## config.mk

```make
export PLATFORM = sky130hd
export DESIGN_NAME = modbus_rtu_uart_rx
export DESIGN_NICKNAME = d
export VERILOG_FILES = /design/src/rtl/modbus_rtu_uart_rx.sv
export SDC_FILE = /design/constraint.sdc
export NUM_CORES = 1
export LEC_CHECK = 0
export ABC_AREA = 1
export CORE_MARGIN = 2
export CORE_UTILIZATION = 50
export CTS_CLUSTER_SIZE = 20
export DETAILED_ROUTE_END_ITERATION = 10
export DONT_BUFFER_PORTS = 1
export HOLD_SLACK_MARGIN = 0.02
export PLACE_DENSITY = 0.68
export RECOVER_POWER = 100
export SETUP_SLACK_MARGIN = 0.15
export SYNTH_ARGS = -nofsm -noshare
export SYNTH_HDL_FRONTEND = slang
export SYNTH_SLANG_ARGS = --single-unit
export TNS_END_PERCENT = 100
```

## constraint.sdc

```tcl
create_clock -name clk -period 1.6 [get_ports clk]
set_input_delay 0.32 -clock clk [delete_from_list [all_inputs] [get_ports clk]]
set_output_delay 0.32 -clock clk [all_outputs]
set_load 0.1 [all_outputs]
```

## src/rtl/modbus_rtu_uart_rx.sv

```systemverilog
// Modbus RTU RS-485 byte receiver: mid-bit sampled 8-bit deframer with optional parity,
// error strobes, saturating error counter, DE blanking and 3.5-character gap detection.
module modbus_rtu_uart_rx #(
    parameter int clk_freq_MHz = 80,
    parameter int baud_rate    = 115200,
    parameter int parity_mode  = 1
) (
    input  logic        clk,
    input  logic        reset,
    input  logic        rx,
    input  logic        DE,
    output logic [7:0]  byte_out,
    output logic        update_rx,
    output logic        parity_err,
    output logic        frame_err,
    output logic        frame_gap,
    output logic [15:0] err_cnt,
    output logic        busy
);

    localparam int          BIT_CLKS_I = (clk_freq_MHz * 1_000_000) / baud_rate;
    localparam logic [15:0] BIT_CLKS   = 16'(BIT_CLKS_I);
    localparam logic [15:0] HALF_CLKS  = 16'(BIT_CLKS_I / 2);
    localparam int          GAP_CLKS_I = (baud_rate > 19200) ? (1750 * clk_freq_MHz)
                                                             : ((77 * BIT_CLKS_I) / 2);
    localparam logic [23:0] GAP_CLKS   = 24'(GAP_CLKS_I);
    localparam logic [1:0]  PAR_MODE   = 2'(parity_mode);

    typedef enum logic [2:0] {
        IDLE      = 3'd0,
        START     = 3'd1,
        DATA      = 3'd2,
        PARITY    = 3'd3,
        STOP      = 3'd4,
        WAIT_HIGH = 3'd5
    } state_t;

    // Even/odd parity check of a received character; no parity always passes.
    function automatic logic parity_ok_f(input logic [7:0] data, input logic par_bit,
                                         input logic [1:0] mode);
        logic sum;
        sum = ^{data, par_bit};
        case (mode)
            2'd1:    parity_ok_f = ~sum;
            2'd2:    parity_ok_f = sum;
            default: parity_ok_f = 1'b1;
        endcase
    endfunction

    state_t      state_r;
    state_t      next_state_s;
    logic        rx_meta_r;
    logic        rx_sync_r;
    logic        rx_prev_r;
    logic        de_prev_r;
    logic [15:0] bit_cnt_r;
    logic [2:0]  bit_idx_r;
    logic [7:0]  shift_r;
    logic        par_ok_r;
    logic [23:0] gap_cnt_r;
    logic        gap_armed_r;
    logic        fall_s;
    logic        half_done_s;
    logic        bit_done_s;
    logic        gap_done_s;
    logic        good_s;
    logic        perr_s;
    logic        ferr_s;

    // An edge seen in the same cycle DE drops is bus turnaround, not a start bit.
    assign fall_s      = rx_prev_r & ~rx_sync_r & ~de_prev_r;
    assign half_done_s = (bit_cnt_r == (HALF_CLKS - 16'd1));
    assign bit_done_s  = (bit_cnt_r == (BIT_CLKS - 16'd1));
    assign gap_done_s  = gap_armed_r && (gap_cnt_r == (GAP_CLKS - 24'd1))
                         && (state_r == IDLE) && !DE;

    // Line synchronizer and edge-history registers.
    always_ff @(posedge clk) begin
        if (reset) begin
            rx_meta_r <= 1'b1;
            rx_sync_r <= 1'b1;
            rx_prev_r <= 1'b1;
            de_prev_r <= 1'b0;
        end else begin
            rx_meta_r <= rx;
            rx_sync_r <= rx_meta_r;
            rx_prev_r <= rx_sync_r;
            de_prev_r <= DE;
        end
    end

    // Next-state and strobe decode for the deframing FSM.
    always_comb begin
        next_state_s = state_r;
        good_s       = 1'b0;
        perr_s       = 1'b0;
        ferr_s       = 1'b0;
        if (DE) begin
            next_state_s = IDLE;
        end else begin
            case (state_r)
                IDLE: begin
                    if (fall_s) next_state_s = START;
                    else        next_state_s = IDLE;
                end
                START: begin
                    if (half_done_s) next_state_s = rx_sync_r ? IDLE : DATA;
                    else             next_state_s = START;
                end
                DATA: begin
                    if (bit_done_s && (bit_idx_r == 3'd7))
                        next_state_s = (PAR_MODE != 2'd0) ? PARITY : STOP;
                    else
                        next_state_s = DATA;
                end
                PARITY: begin
                    if (bit_done_s) next_state_s = STOP;
                    else            next_state_s = PARITY;
                end
                STOP: begin
                    if (bit_done_s) begin
                        if (!rx_sync_r) begin
                            ferr_s       = 1'b1;
                            next_state_s = WAIT_HIGH;
                        end else if (par_ok_r) begin
                            good_s       = 1'b1;
                            next_state_s = IDLE;
                        end else begin
                            perr_s       = 1'b1;
                            next_state_s = IDLE;
                        end
                    end else begin
                        next_state_s = STOP;
                    end
                end
                WAIT_HIGH: begin
                    if (rx_sync_r) next_state_s = IDLE;
                    else           next_state_s = WAIT_HIGH;
                end
                default: next_state_s = IDLE;
            endcase
        end
    end

    // State register, bit timer and character shift register.
    always_ff @(posedge clk) begin
        if (reset) begin
            state_r   <= IDLE;
            bit_cnt_r <= 16'd0;
            bit_idx_r <= 3'd0;
            shift_r   <= 8'h00;
            par_ok_r  <= 1'b1;
        end else begin
            state_r <= next_state_s;
            if ((next_state_s != state_r) || bit_done_s ||
                (state_r == IDLE) || (state_r == WAIT_HIGH))
                bit_cnt_r <= 16'd0;
            else
                bit_cnt_r <= bit_cnt_r + 16'd1;
            if ((state_r == START) && (next_state_s == DATA)) begin
                bit_idx_r <= 3'd0;
                par_ok_r  <= 1'b1;
            end
            if ((state_r == DATA) && bit_done_s) begin
                shift_r   <= {rx_sync_r, shift_r[7:1]};
                bit_idx_r <= bit_idx_r + 3'd1;
            end
            if ((state_r == PARITY) && bit_done_s)
                par_ok_r <= parity_ok_f(shift_r, rx_sync_r, PAR_MODE);
        end
    end

    // Registered strobes, delivered byte, error counter and busy flag.
    always_ff @(posedge clk) begin
        if (reset) begin
            byte_out   <= 8'h00;
            update_rx  <= 1'b0;
            parity_err <= 1'b0;
            frame_err  <= 1'b0;
            frame_gap  <= 1'b0;
            err_cnt    <= 16'd0;
            busy       <= 1'b0;
        end else begin
            update_rx  <= good_s;
            parity_err <= perr_s;
            frame_err  <= ferr_s;
            frame_gap  <= gap_done_s;
            busy       <= (next_state_s != IDLE);
            if (good_s)
                byte_out <= shift_r;
            if ((perr_s || ferr_s) && (err_cnt != 16'hFFFF))
                err_cnt <= err_cnt + 16'd1;
        end
    end

    // Inter-frame gap timer: armed only by a good byte, one pulse per arming.
    always_ff @(posedge clk) begin
        if (reset) begin
            gap_cnt_r   <= 24'd0;
            gap_armed_r <= 1'b0;
        end else if (DE) begin
            gap_cnt_r   <= 24'd0;
            gap_armed_r <= 1'b0;
        end else if (good_s) begin
            gap_cnt_r   <= 24'd0;
            gap_armed_r <= 1'b1;
        end else if (state_r != IDLE) begin
            gap_cnt_r <= 24'd0;
        end else if (gap_done_s) begin
            gap_cnt_r   <= 24'd0;
            gap_armed_r <= 1'b0;
        end else if (gap_armed_r) begin
            gap_cnt_r <= gap_cnt_r + 24'd1;
        end else begin
            gap_cnt_r <= 24'd0;
        end
    end

endmodule

```

==> reports/metrics.cfg <==
[worst_setup_path]
regToRegSetupSlack_ps = -270
critical_path.top_delay_family = simple AND/OR/NAND/NOR gates
reg2regPathDepth = 15
slowest_stage = dfxtp_4
path_depth = 15
cp_max_fo = 8
crit_buf_inv = 4
worst_path_most_repeated_cell = nand2_2
max_stage_delay_ps = 370
setup.worst_path.start_class = flip-flop
crit_required_ps = 1900
crit_chain = inv_2 > ha_4 > nand2_2 > inv_2 > nand2_4 > nor2_8 > nand3_2 > nand2_1 > inv_1 > nand2_2 > nand2_2 > nand2_2 > nand3_4 > buf_12 > nor3_2
crit_type = reg2reg
end_kind = flip-flop
arrival_ps = 2170

[timing]
rsz0062_at_grt = true
period_share_pct = 116.8
fin_worst_skew_ps = 12.35
period_needed_ps = 1868
tns_ps = -9135
max_freq_mhz = 535.3
finalMaxSlewViolations = 0
fin_ws_ps = -268.1
slew_headroom_pct = 37.49
holdWs_ps = 36.77
hold_violations = 0
setup_viol_count_final = 72
worst_pin_slew_ps = 934.5

[final_layout]
final_layout_size_suffix_gt1_share_pct = 47.89
insertedDiodeCount = 0
syn2layout_area_growth_pct = 49.82
nFillCells = 553
finish.instance_area_um2 = 6795
final_nets = 766

[synthesis]
synth_compound_area_share_pct = 8.772
yosysTopAreaCell = dfxtp_1
synth-async-reset-ratio_pct = 0
synthSimpleGateAreaFrac_pct = 35.97
yosysTopAreaCellShare_pct = 39.28
synth_most_common_cell = nand2_1
synthMuxAreaShare_pct = 0
synthAdderAreaFrac_pct = 1.931
avgSynthCellArea_um2 = 7.339
ys_seq_elements = 89
synth_top_family_by_area = simple AND/OR/NAND/NOR gates
synthTopCellsByArea = dfxtp_1 (39%), nand2_1 (8.6%), nor2_1 (6.8%)
synth-edff-count = 0
yosysUniqueCellTypes = 35
netlist_area_um2 = 4536
synth_common_cells = nand2_1 (104), dfxtp_1 (89), nor2_1 (82)
synthCells = 618
yosysWarnings = 0
synth_xor_xnor_area_share_pct = 5.793
syn_nets = 629
yosysSeqAreaShare_pct = 39.28
ys.flop_type = dfxtp_1

[global_routing]
grt_pass1_wl_um = 20830
overflow = 0
grt_max_degree = 18
grt_antenna_before_repair = 0
track_usage_pct = 25.93
grt_pass1_vias = 4538

[worst_hold_path]
hold_depth = 1
min_path_type = in2reg

[power]
power_density_nw_per_um2 = 580.8
power.total_mw = 3.947
power_leakage_nw = 2.655
vdd_drop_max_mv = 0.7964

[routing]
dr_wl_met3_um = 763
wl_met1_um = 5681
ant_nets = 0
first_pass_iters = 5
drt_wl_total_um = 14000
dr_total_vias = 4804
drt-initial-drc-count = 209
drc = 0
wl_per_cell_um = 16.13
top_layer = met4
wl_met2_um = 7118
viasPerCell = 5.535

[clock_network]
cts-root-buf = clkbuf_8
numCtsBuffers = 9
cts-htree-levels = 3
cts_tree = built
path_clk_slew_ps = 100
clkLatencyLatePin_ps = 380
cts_sinks = 89
cts_max_path_buffers = 2

[outcome]
violations = negative setup slack
status = finished, violations left

[place]
gp_congestion = 0.9188
postPlaceCellArea_um2 = 5436
place_ws_ps = -196.8
dpl.hpwl_um = 7769
numPortBuffers = 0

[die]
die_w_um = 99.24
die_h_um = 99.24
fp-row-count = 34
core-area_um2 = 8763
io_pins = 33
die-area_um2 = 9849
start_util_pct = 51.76

[job]
maxCapViolations = 0

==> cell families after synthesis <==
logic type                 after synthesis
and+or+nand+nor                        327
buffers and inverters                   90
DFF                                     89
AOI/OAI and AO/OA                       75
xor gates and xnor gates                30
adders and majority gates                7
==> path summary, 6_finish.rpt <==
path                                   start            to
worst max-delay path            bit_cnt_r[1]  bit_cnt_r[2]
worst min-delay path                   reset     rx_sync_r
worst max register to register  bit_cnt_r[1]  bit_cnt_r[2]
worst min register to register     rx_meta_r     rx_sync_r
==> metrics by stage <==
step | utilization [%] | instances
final | 77.54 | 868
after global routing | 77.54 | 868
after floorplan | - | 618
after CTS | 71.66 | 843
after global placement | 62.04 | 802
after detailed placement | 62.04 | 802
==> layout make-up <==
type                            count  area [um2]  area share (%)
Multi-Input combinational cell    440        3129           46.05
Sequential cell                    89        1859           27.36
Timing Repair Buffer              136        1144           16.83
Inverter                           77       311.5           4.585
Tap cell                          108       135.1           1.989
Clock buffer                        9       123.9           1.823
Clock inverter                      7       77.57           1.142
Timing Repair inverter              2       15.01          0.2210
==> timing repair <==
action / CTS / global route
pin swaps: 56 / 32
endpoints found under the setup margin: 80 / 85
hold buffers: 3 / 2
endpoints found under the hold margin: 16 / 2
cloned: 3 / 2
setup buffers: 19 / 21
resized for setup: 108 / 100
==> cell usage in the layout (no fill, tap or decap), drive strengths merged <==
cell	n
nand4	16
xnor2	10
nor3	37
buf	115
clkinvlp	2
a21oi	44
o31ai	1
bufinv	1
xor2	20
a31oi	2
or2	4
inv	78
a211oi	1
nor2	88
dfxtp	89
nand3b	3
nor3b	3
nand3	52
ha	7
nor4	4
dlygate4sd3	5
nand2	120
clkbuf	25
clkinv	5
o21ai	27
and3	1
==> sequential cells by signal, indices dropped and copies added (netlist names) <==
| name | cells |
|---|---|
| busy | 1 |
| gap_cnt_r | 24 |
| byte_out | 8 |
| bit_idx_r | 3 |
| frame_err | 1 |
| err_cnt | 16 |
| update_rx | 1 |
| par_ok_r | 1 |
| rx_prev_r | 1 |
| parity_err | 1 |
| gap_armed_r | 1 |
| de_prev_r | 1 |
| frame_gap | 1 |
| state_r | 3 |
| rx_sync_r | 1 |
| shift_r | 8 |
| rx_meta_r | 1 |
| bit_cnt_r | 16 |
==> power by group <==
part           internal (mW)  switching (mW)
sequential              2.19         0.00315
combinational         0.0396          0.0677
clock                  0.739           0.905
total                   2.97           0.976
==> per-layer routing <==
layer / vias up / GRT usage (%)
met4: 0 / 9.800
met3: 54 / 6.114
li1: 2302 / -
met5: - / 0
met2: 172 / 44.33
met1: 2276 / 31.74
No activity file was read; power rests on OpenSTA's default activity.
